### src/rtl/game_flow_ctrl_if.sv
`default_nettype none
// ============================================================================
// Module      : game_flow_ctrl_if
// Description : Event inputs and sequencing outputs of the game flow controller.
// Revision    : 1.0 - initial release
// ============================================================================
interface game_flow_ctrl_if;
    logic       frame_tick;
    logic       btn_start;
    logic       btn_pause;
    logic       player_hit;
    logic       wave_cleared;
    logic       invaders_landed;
    logic       score_done;
    logic [1:0] lives;
    logic [2:0] state;
    logic       game_rst;
    logic       wave_rst;
    logic       respawn;
    logic       run;
    logic       show_title;
    logic       show_over;
    logic [3:0] wave;

    modport slave (
        input  frame_tick, btn_start, btn_pause, player_hit, wave_cleared,
               invaders_landed, score_done, lives,
        output state, game_rst, wave_rst, respawn, run, show_title, show_over, wave
    );

    modport master (
        output frame_tick, btn_start, btn_pause, player_hit, wave_cleared,
               invaders_landed, score_done, lives,
        input  state, game_rst, wave_rst, respawn, run, show_title, show_over, wave
    );
endinterface
`default_nettype wire

### src/rtl/game_flow_ctrl.sv
`default_nettype none
// ============================================================================
// Module      : game_flow_ctrl
// Description : Game phase sequencer with frame-timed hit/clear/over phases.
// Revision    : 1.0 - initial release
// ============================================================================
module game_flow_ctrl #(
    parameter int RESPAWN_FRAMES = 60,
    parameter int CLEAR_FRAMES   = 90,
    parameter int OVER_FRAMES    = 180,
    parameter int MAX_WAVE       = 15
) (
    input  wire logic        clk,
    input  wire logic        arst,
    game_flow_ctrl_if.slave  bus
);
    localparam logic [2:0] c_IDLE  = 3'd0;
    localparam logic [2:0] c_START = 3'd1;
    localparam logic [2:0] c_PLAY  = 3'd2;
    localparam logic [2:0] c_PAUSE = 3'd3;
    localparam logic [2:0] c_HIT   = 3'd4;
    localparam logic [2:0] c_CLEAR = 3'd5;
    localparam logic [2:0] c_OVER  = 3'd6;

    localparam logic [7:0] c_RESPAWN_LAST = 8'(RESPAWN_FRAMES - 1);
    localparam logic [7:0] c_CLEAR_LAST   = 8'(CLEAR_FRAMES - 1);
    localparam logic [7:0] c_OVER_LAST    = 8'(OVER_FRAMES - 1);
    localparam logic [3:0] c_MAX_WAVE     = 4'(MAX_WAVE);

    logic [2:0] state_q, state_d;
    logic [7:0] timer_q, timer_d;
    logic [3:0] wave_q, wave_d;
    logic       game_rst_q, game_rst_d;
    logic       wave_rst_q, wave_rst_d;
    logic       respawn_q, respawn_d;
    logic       run_q, run_d;
    logic       show_title_q, show_title_d;
    logic       show_over_q, show_over_d;

    // Expiry fires on the Nth tick: count already at N-1 and a tick arriving now.
    logic w_respawn_done, w_clear_done, w_over_done;
    assign w_respawn_done = bus.frame_tick && (timer_q == c_RESPAWN_LAST);
    assign w_clear_done   = bus.frame_tick && (timer_q == c_CLEAR_LAST);
    assign w_over_done    = bus.frame_tick && (timer_q == c_OVER_LAST);

    always_ff @(posedge clk or posedge arst) begin
        if (arst) begin
            state_q      <= c_IDLE;
            timer_q      <= 8'd0;
            wave_q       <= 4'd0;
            game_rst_q   <= 1'b0;
            wave_rst_q   <= 1'b0;
            respawn_q    <= 1'b0;
            run_q        <= 1'b0;
            show_title_q <= 1'b1;
            show_over_q  <= 1'b0;
        end else begin
            state_q      <= state_d;
            timer_q      <= timer_d;
            wave_q       <= wave_d;
            game_rst_q   <= game_rst_d;
            wave_rst_q   <= wave_rst_d;
            respawn_q    <= respawn_d;
            run_q        <= run_d;
            show_title_q <= show_title_d;
            show_over_q  <= show_over_d;
        end
    end

    always_comb begin
        state_d = state_q;
        case (state_q)
            c_IDLE:  if (bus.btn_start) state_d = c_START;
            c_START: state_d = c_PLAY;
            c_PLAY: begin
                if (bus.invaders_landed || bus.score_done) state_d = c_OVER;
                else if (bus.player_hit)                   state_d = c_HIT;
                else if (bus.wave_cleared)                 state_d = c_CLEAR;
                else if (bus.btn_pause)                    state_d = c_PAUSE;
            end
            c_PAUSE: if (bus.btn_pause) state_d = c_PLAY;
            c_HIT: begin
                if (bus.score_done)  state_d = c_OVER;
                else if (w_respawn_done) state_d = (bus.lives == 2'd0) ? c_OVER : c_PLAY;
            end
            c_CLEAR: if (w_clear_done) state_d = c_PLAY;
            c_OVER: begin
                if (bus.btn_start)   state_d = c_START;
                else if (w_over_done) state_d = c_IDLE;
            end
            default: state_d = c_IDLE;
        endcase
    end

    // Outputs are derived from the transition so they appear with the new state.
    always_comb begin
        timer_d      = timer_q;
        wave_d       = wave_q;
        game_rst_d   = 1'b0;
        wave_rst_d   = 1'b0;
        respawn_d    = 1'b0;
        run_d        = (state_d == c_PLAY);
        show_title_d = (state_d == c_IDLE);
        show_over_d  = (state_d == c_OVER);

        if (state_d != state_q) begin
            timer_d = 8'd0;
        end else if (bus.frame_tick &&
                     (state_q == c_HIT || state_q == c_CLEAR || state_q == c_OVER)) begin
            timer_d = timer_q + 8'd1;
        end

        if (state_d == c_START && state_q != c_START) begin
            game_rst_d = 1'b1;
            wave_rst_d = 1'b1;
            wave_d     = 4'd1;
        end

        if (state_q == c_CLEAR && state_d == c_PLAY) begin
            wave_rst_d = 1'b1;
            wave_d     = (wave_q >= c_MAX_WAVE) ? c_MAX_WAVE : wave_q + 4'd1;
        end

        if (state_q == c_HIT && state_d == c_PLAY) respawn_d = 1'b1;
    end

    assign bus.state      = state_q;
    assign bus.wave       = wave_q;
    assign bus.game_rst   = game_rst_q;
    assign bus.wave_rst   = wave_rst_q;
    assign bus.respawn    = respawn_q;
    assign bus.run        = run_q;
    assign bus.show_title = show_title_q;
    assign bus.show_over  = show_over_q;
endmodule
`default_nettype wire

### src/flat_wrapper.sv
// flat-port wrapper written by rule: the top's interface ports become plain ports
module game_flow_ctrl_flat 
#(
    parameter int RESPAWN_FRAMES = 60,
    parameter int CLEAR_FRAMES   = 90,
    parameter int OVER_FRAMES    = 180,
    parameter int MAX_WAVE       = 15
)
  (clk, arst, bus_frame_tick, bus_btn_start, bus_btn_pause, bus_player_hit, bus_wave_cleared, bus_invaders_landed, bus_score_done, bus_lives, bus_state, bus_game_rst, bus_wave_rst, bus_respawn, bus_run, bus_show_title, bus_show_over, bus_wave);
  game_flow_ctrl_if bus_i ();
  input  wire logic clk;
  input  wire logic arst;
  input wire logic [$bits(bus_i.frame_tick)-1:0] bus_frame_tick;
  input wire logic [$bits(bus_i.btn_start)-1:0] bus_btn_start;
  input wire logic [$bits(bus_i.btn_pause)-1:0] bus_btn_pause;
  input wire logic [$bits(bus_i.player_hit)-1:0] bus_player_hit;
  input wire logic [$bits(bus_i.wave_cleared)-1:0] bus_wave_cleared;
  input wire logic [$bits(bus_i.invaders_landed)-1:0] bus_invaders_landed;
  input wire logic [$bits(bus_i.score_done)-1:0] bus_score_done;
  input wire logic [$bits(bus_i.lives)-1:0] bus_lives;
  output wire logic [$bits(bus_i.state)-1:0] bus_state;
  output wire logic [$bits(bus_i.game_rst)-1:0] bus_game_rst;
  output wire logic [$bits(bus_i.wave_rst)-1:0] bus_wave_rst;
  output wire logic [$bits(bus_i.respawn)-1:0] bus_respawn;
  output wire logic [$bits(bus_i.run)-1:0] bus_run;
  output wire logic [$bits(bus_i.show_title)-1:0] bus_show_title;
  output wire logic [$bits(bus_i.show_over)-1:0] bus_show_over;
  output wire logic [$bits(bus_i.wave)-1:0] bus_wave;
  assign bus_i.frame_tick = bus_frame_tick;
  assign bus_i.btn_start = bus_btn_start;
  assign bus_i.btn_pause = bus_btn_pause;
  assign bus_i.player_hit = bus_player_hit;
  assign bus_i.wave_cleared = bus_wave_cleared;
  assign bus_i.invaders_landed = bus_invaders_landed;
  assign bus_i.score_done = bus_score_done;
  assign bus_i.lives = bus_lives;
  assign bus_state = bus_i.state;
  assign bus_game_rst = bus_i.game_rst;
  assign bus_wave_rst = bus_i.wave_rst;
  assign bus_respawn = bus_i.respawn;
  assign bus_run = bus_i.run;
  assign bus_show_title = bus_i.show_title;
  assign bus_show_over = bus_i.show_over;
  assign bus_wave = bus_i.wave;
  game_flow_ctrl #(.RESPAWN_FRAMES(RESPAWN_FRAMES), .CLEAR_FRAMES(CLEAR_FRAMES), .OVER_FRAMES(OVER_FRAMES), .MAX_WAVE(MAX_WAVE)) u_core (.clk(clk), .arst(arst), .bus(bus_i));
endmodule
### config.mk
export PLATFORM = sky130hd
export DESIGN_NAME = game_flow_ctrl_flat
export DESIGN_NICKNAME = d
export VERILOG_FILES = /design/src/rtl/game_flow_ctrl_if.sv /design/src/rtl/game_flow_ctrl.sv /design/src/flat_wrapper.sv
export SDC_FILE = /design/constraint.sdc
export NUM_CORES = 1
export LEC_CHECK = 0
export CAP_MARGIN = 10
export CORE_ASPECT_RATIO = 1.25
export CORE_MARGIN = 2
export CORE_UTILIZATION = 25
export CTS_CLUSTER_DIAMETER = 50
export CTS_CLUSTER_SIZE = 40
export DETAILED_ROUTE_END_ITERATION = 10
export GPL_ROUTABILITY_DRIVEN = 0
export SYNTH_ARGS = -nofsm -noshare
export SYNTH_HDL_FRONTEND = slang
export SYNTH_SLANG_ARGS = --single-unit
export TNS_END_PERCENT = 5
### constraint.sdc
create_clock -name clk -period 2.7 [get_ports clk]
set_clock_uncertainty 0.05 [all_clocks]
set_input_delay 0.81 -clock clk [delete_from_list [all_inputs] [get_ports clk]]
set_output_delay 0.81 -clock clk [all_outputs]
set_load 0.05 [all_outputs]
==> summary.txt <==
# IOs - 24
Slew @ Worst Pin - 0.501 ns
synth top area cells - dfrtp_1 (41%), nor3_1 (4.6%), xor2_1 (4.4%), ha_1 (3.1%), and4b_1 (2.5%)
fin cells - 212
Ys Warns - 0
# DRC - 0
syn avg cell area - 10.2 sq um
Min Hold Slack - 0.554 ns
CTS clk-pin slew, worst paths - 0.08 ns
Nets - 167
WS Path Type - input pin to flop
vias in the first global route - 1053
critical path startpoint category - input pin
Crit Reg-Reg Startpoint - u_core.bus.state[0]
Critical R2R Capture - u_core.bus.wave[1]
commonest non-fill, non-tap cell in the layout - clkdlybuf4s50_1
antenna violations before repair - 0
die width - 66.1 um
total negative slack - 0 ns
crit end category - flop
Pwr Density - 1010 nW/um^2
gr ovfl total - 0
port bufs - 23
max-cap violation count - 0
layout cells sized above 1 - 17.1%
CTS max path bufs - 2
Synth Net Count - 132
leading cell types in the layout, fill and taps excluded - clkdlybuf4s50_1 (23), dfrtp_1 (20), nor3_1 (11), buf_4 (11)
Slew Limit Fails - 0
clock root cell - clkbuf_8
number of synthesized flops with an enable pin - 0
drt total wl - 2820 um
hold wc startpoint - u_core.bus.wave[1]
Leakage Power - 0.695 nW
Post-Place Cells - 208
Die Y - 81.7 um
outcome - finished, final reports clean
TritonCTS clock tree - built
Total Power - 1.63 mW
area leader, netlist - dfrtp_1
first-pass GRT wire length - 4820 um
synth unique cells - 44
RSZ-0062 raised after global routing - no
Cell Area, Synth - 1210 sq um
reg-to-reg setup timing slack - 0.42 ns
die area - 5400 sq um
instance count of the mapped netlist - 118
n_diodes - 0
overall routing resource usage - 11.7%
hold depth - 2
commonest register cell after synthesis - dfrtp_1
Final ANT Viol Nets - 0
DR WL/cell - 13.3 um
area growth from synthesis to layout - 34.2%
worst min path class - flop to flop
Async S/R FF share, synth - 100%
largest net degree at the start of global routing - 22
router iterations before antenna repair - 4
Fin. Hold Viols - 0
sequential area share after synthesis - 43.7%
H-tree depth - 1
Starting Density - 25.7%
Worst-Skew Late Latency - 0.26 ns
FP Rows - 28
Via Count - 1037
length in cells of the worst reg-to-reg path - 5
min cycle time layout - 2.56 ns
estimated wirelength of the detail-placed design - 2270 um
final setup fails - 0
hold endpoint - u_core.bus.wave[1]
CTS Sinks - 21
worst vdd ir - 0.287 mV
TritonCTS buffer count - 3
Core ar. - 4690 sq um
WP data required - 2.79 ns
Vias/cell - 4.89
Fmax - 391 MHz
CP Data Arrival Time - 2.65 ns
Worst Path Max Fanout - 6
relative slew slack - 66.5%
FF+latch count, synth - 21
crit share post-route - 94.7%
Synth top area share - 41.5%
1st-iter DRT viols - 41
[synth_stat cells (all sizes together) (3+ instances only)]
| cell | n |
|---|---|
| buf | 4 |
| dfrtp | 20 |
| inv | 5 |
| xor2 | 6 |
| a21oi | 4 |
| nand3 | 6 |
| nor2 | 3 |
| nor3 | 11 |
| o2111ai | 3 |
| and4b | 3 |
| nor2b | 3 |
| o21ai | 3 |
| nand4 | 4 |
| and3 | 3 |
| ha | 3 |
| nand2 | 6 |
[flip-flops by register name, summed over array words and instances, names as in the netlist]
name                   flops
u_core.bus.respawn         1
u_core.bus.wave            4
u_core.timer_q             8
u_core.bus.game_rst        1
u_core.bus.show_title      1
u_core.bus.wave_rst        1
u_core.bus.run             1
u_core.bus.state           3
u_core.bus.show_over       1
[layout make-up]
cell class / instances / area, sq um
clock buffer: 3 / 41.3
tap: 60 / 75.1
timing repair buffer: 34 / 313
multi-input combinational: 88 / 639
fill: 483 / 3080
clock inverter: 1 / 5.00
inverter: 5 / 18.8
sequential: 21 / 527
[metal layers]
| layer | part of all wire [%] | routed length, um | GRT usage (%) |
|---|---|---|---|
| met5 | 0 | 0 | 0 |
| met4 | 0.92 | 26 | 4.29 |
| met3 | 4.4 | 125 | 2.47 |
| met2 | 57 | 1600 | 23.0 |
| met1 | 38 | 1070 | 11.7 |
[stage by stage]
stage / cell area (sq um) / worst slack (ns) / utilization [%]
6_report: 1620 / 0.144 / 34.5
5_1_grt: 1620 / 0.00932 / 34.5
4_1_cts: 1610 / 0.117 / 34.3
3_5_place_dp: 1570 / -0.151 / 33.3
3_3_place_gp: 1570 / -0.125 / 33.3
2_1_floorplan: 1210 / 0.137 / -
[timing repair]
item                       CTS  global route
buffers inserted             0             0
setup endpoints to repair    0             8
hold buffers                 0             0
resized for setup            0             1
[logic make-up after synthesis]
group	synth area share [%]
multiplexers	1.66
AO/OA/AOI/OAI	12.8
XOR/XNOR	5.81
buffers and inverters	3.94
AND/OR/NAND/NOR	29.0
adder cells (fa/ha/maj)	3.11
flip-flops	43.7
[critical path: stages]
cell and delay [ns]:
clkdlybuf4s50_1 0.43, or2_2 0.31, or4_4 0.50, o2111ai_2 0.12
nor3b_4 0.34, o22ai_1 0.13
[power by group]
group	switching, mW	internal (mW)	total, mW
Combinational	0.569	0.389	0.958
Clock	0.103	0.103	0.205
Sequential	0.0756	0.392	0.468
[how the worst max path moves through the flow]
stage,start,to,slack [ns],depth (start not counted)
final,bus_score_done,u_core.bus.wave[1],0.14,6
after global routing,bus_score_done,u_core.bus.wave[1],0.009,7
after CTS,bus_score_done,u_core.timer_q[7],0.12,6
after detailed placement,bus_score_done,u_core.timer_q[7],-0.15,6
after global placement,bus_score_done,u_core.bus.wave[1],-0.12,6
after floorplan,u_core.bus.state[1],u_core.timer_q[0],0.14,6
Power figures use the tool's default switching activity.
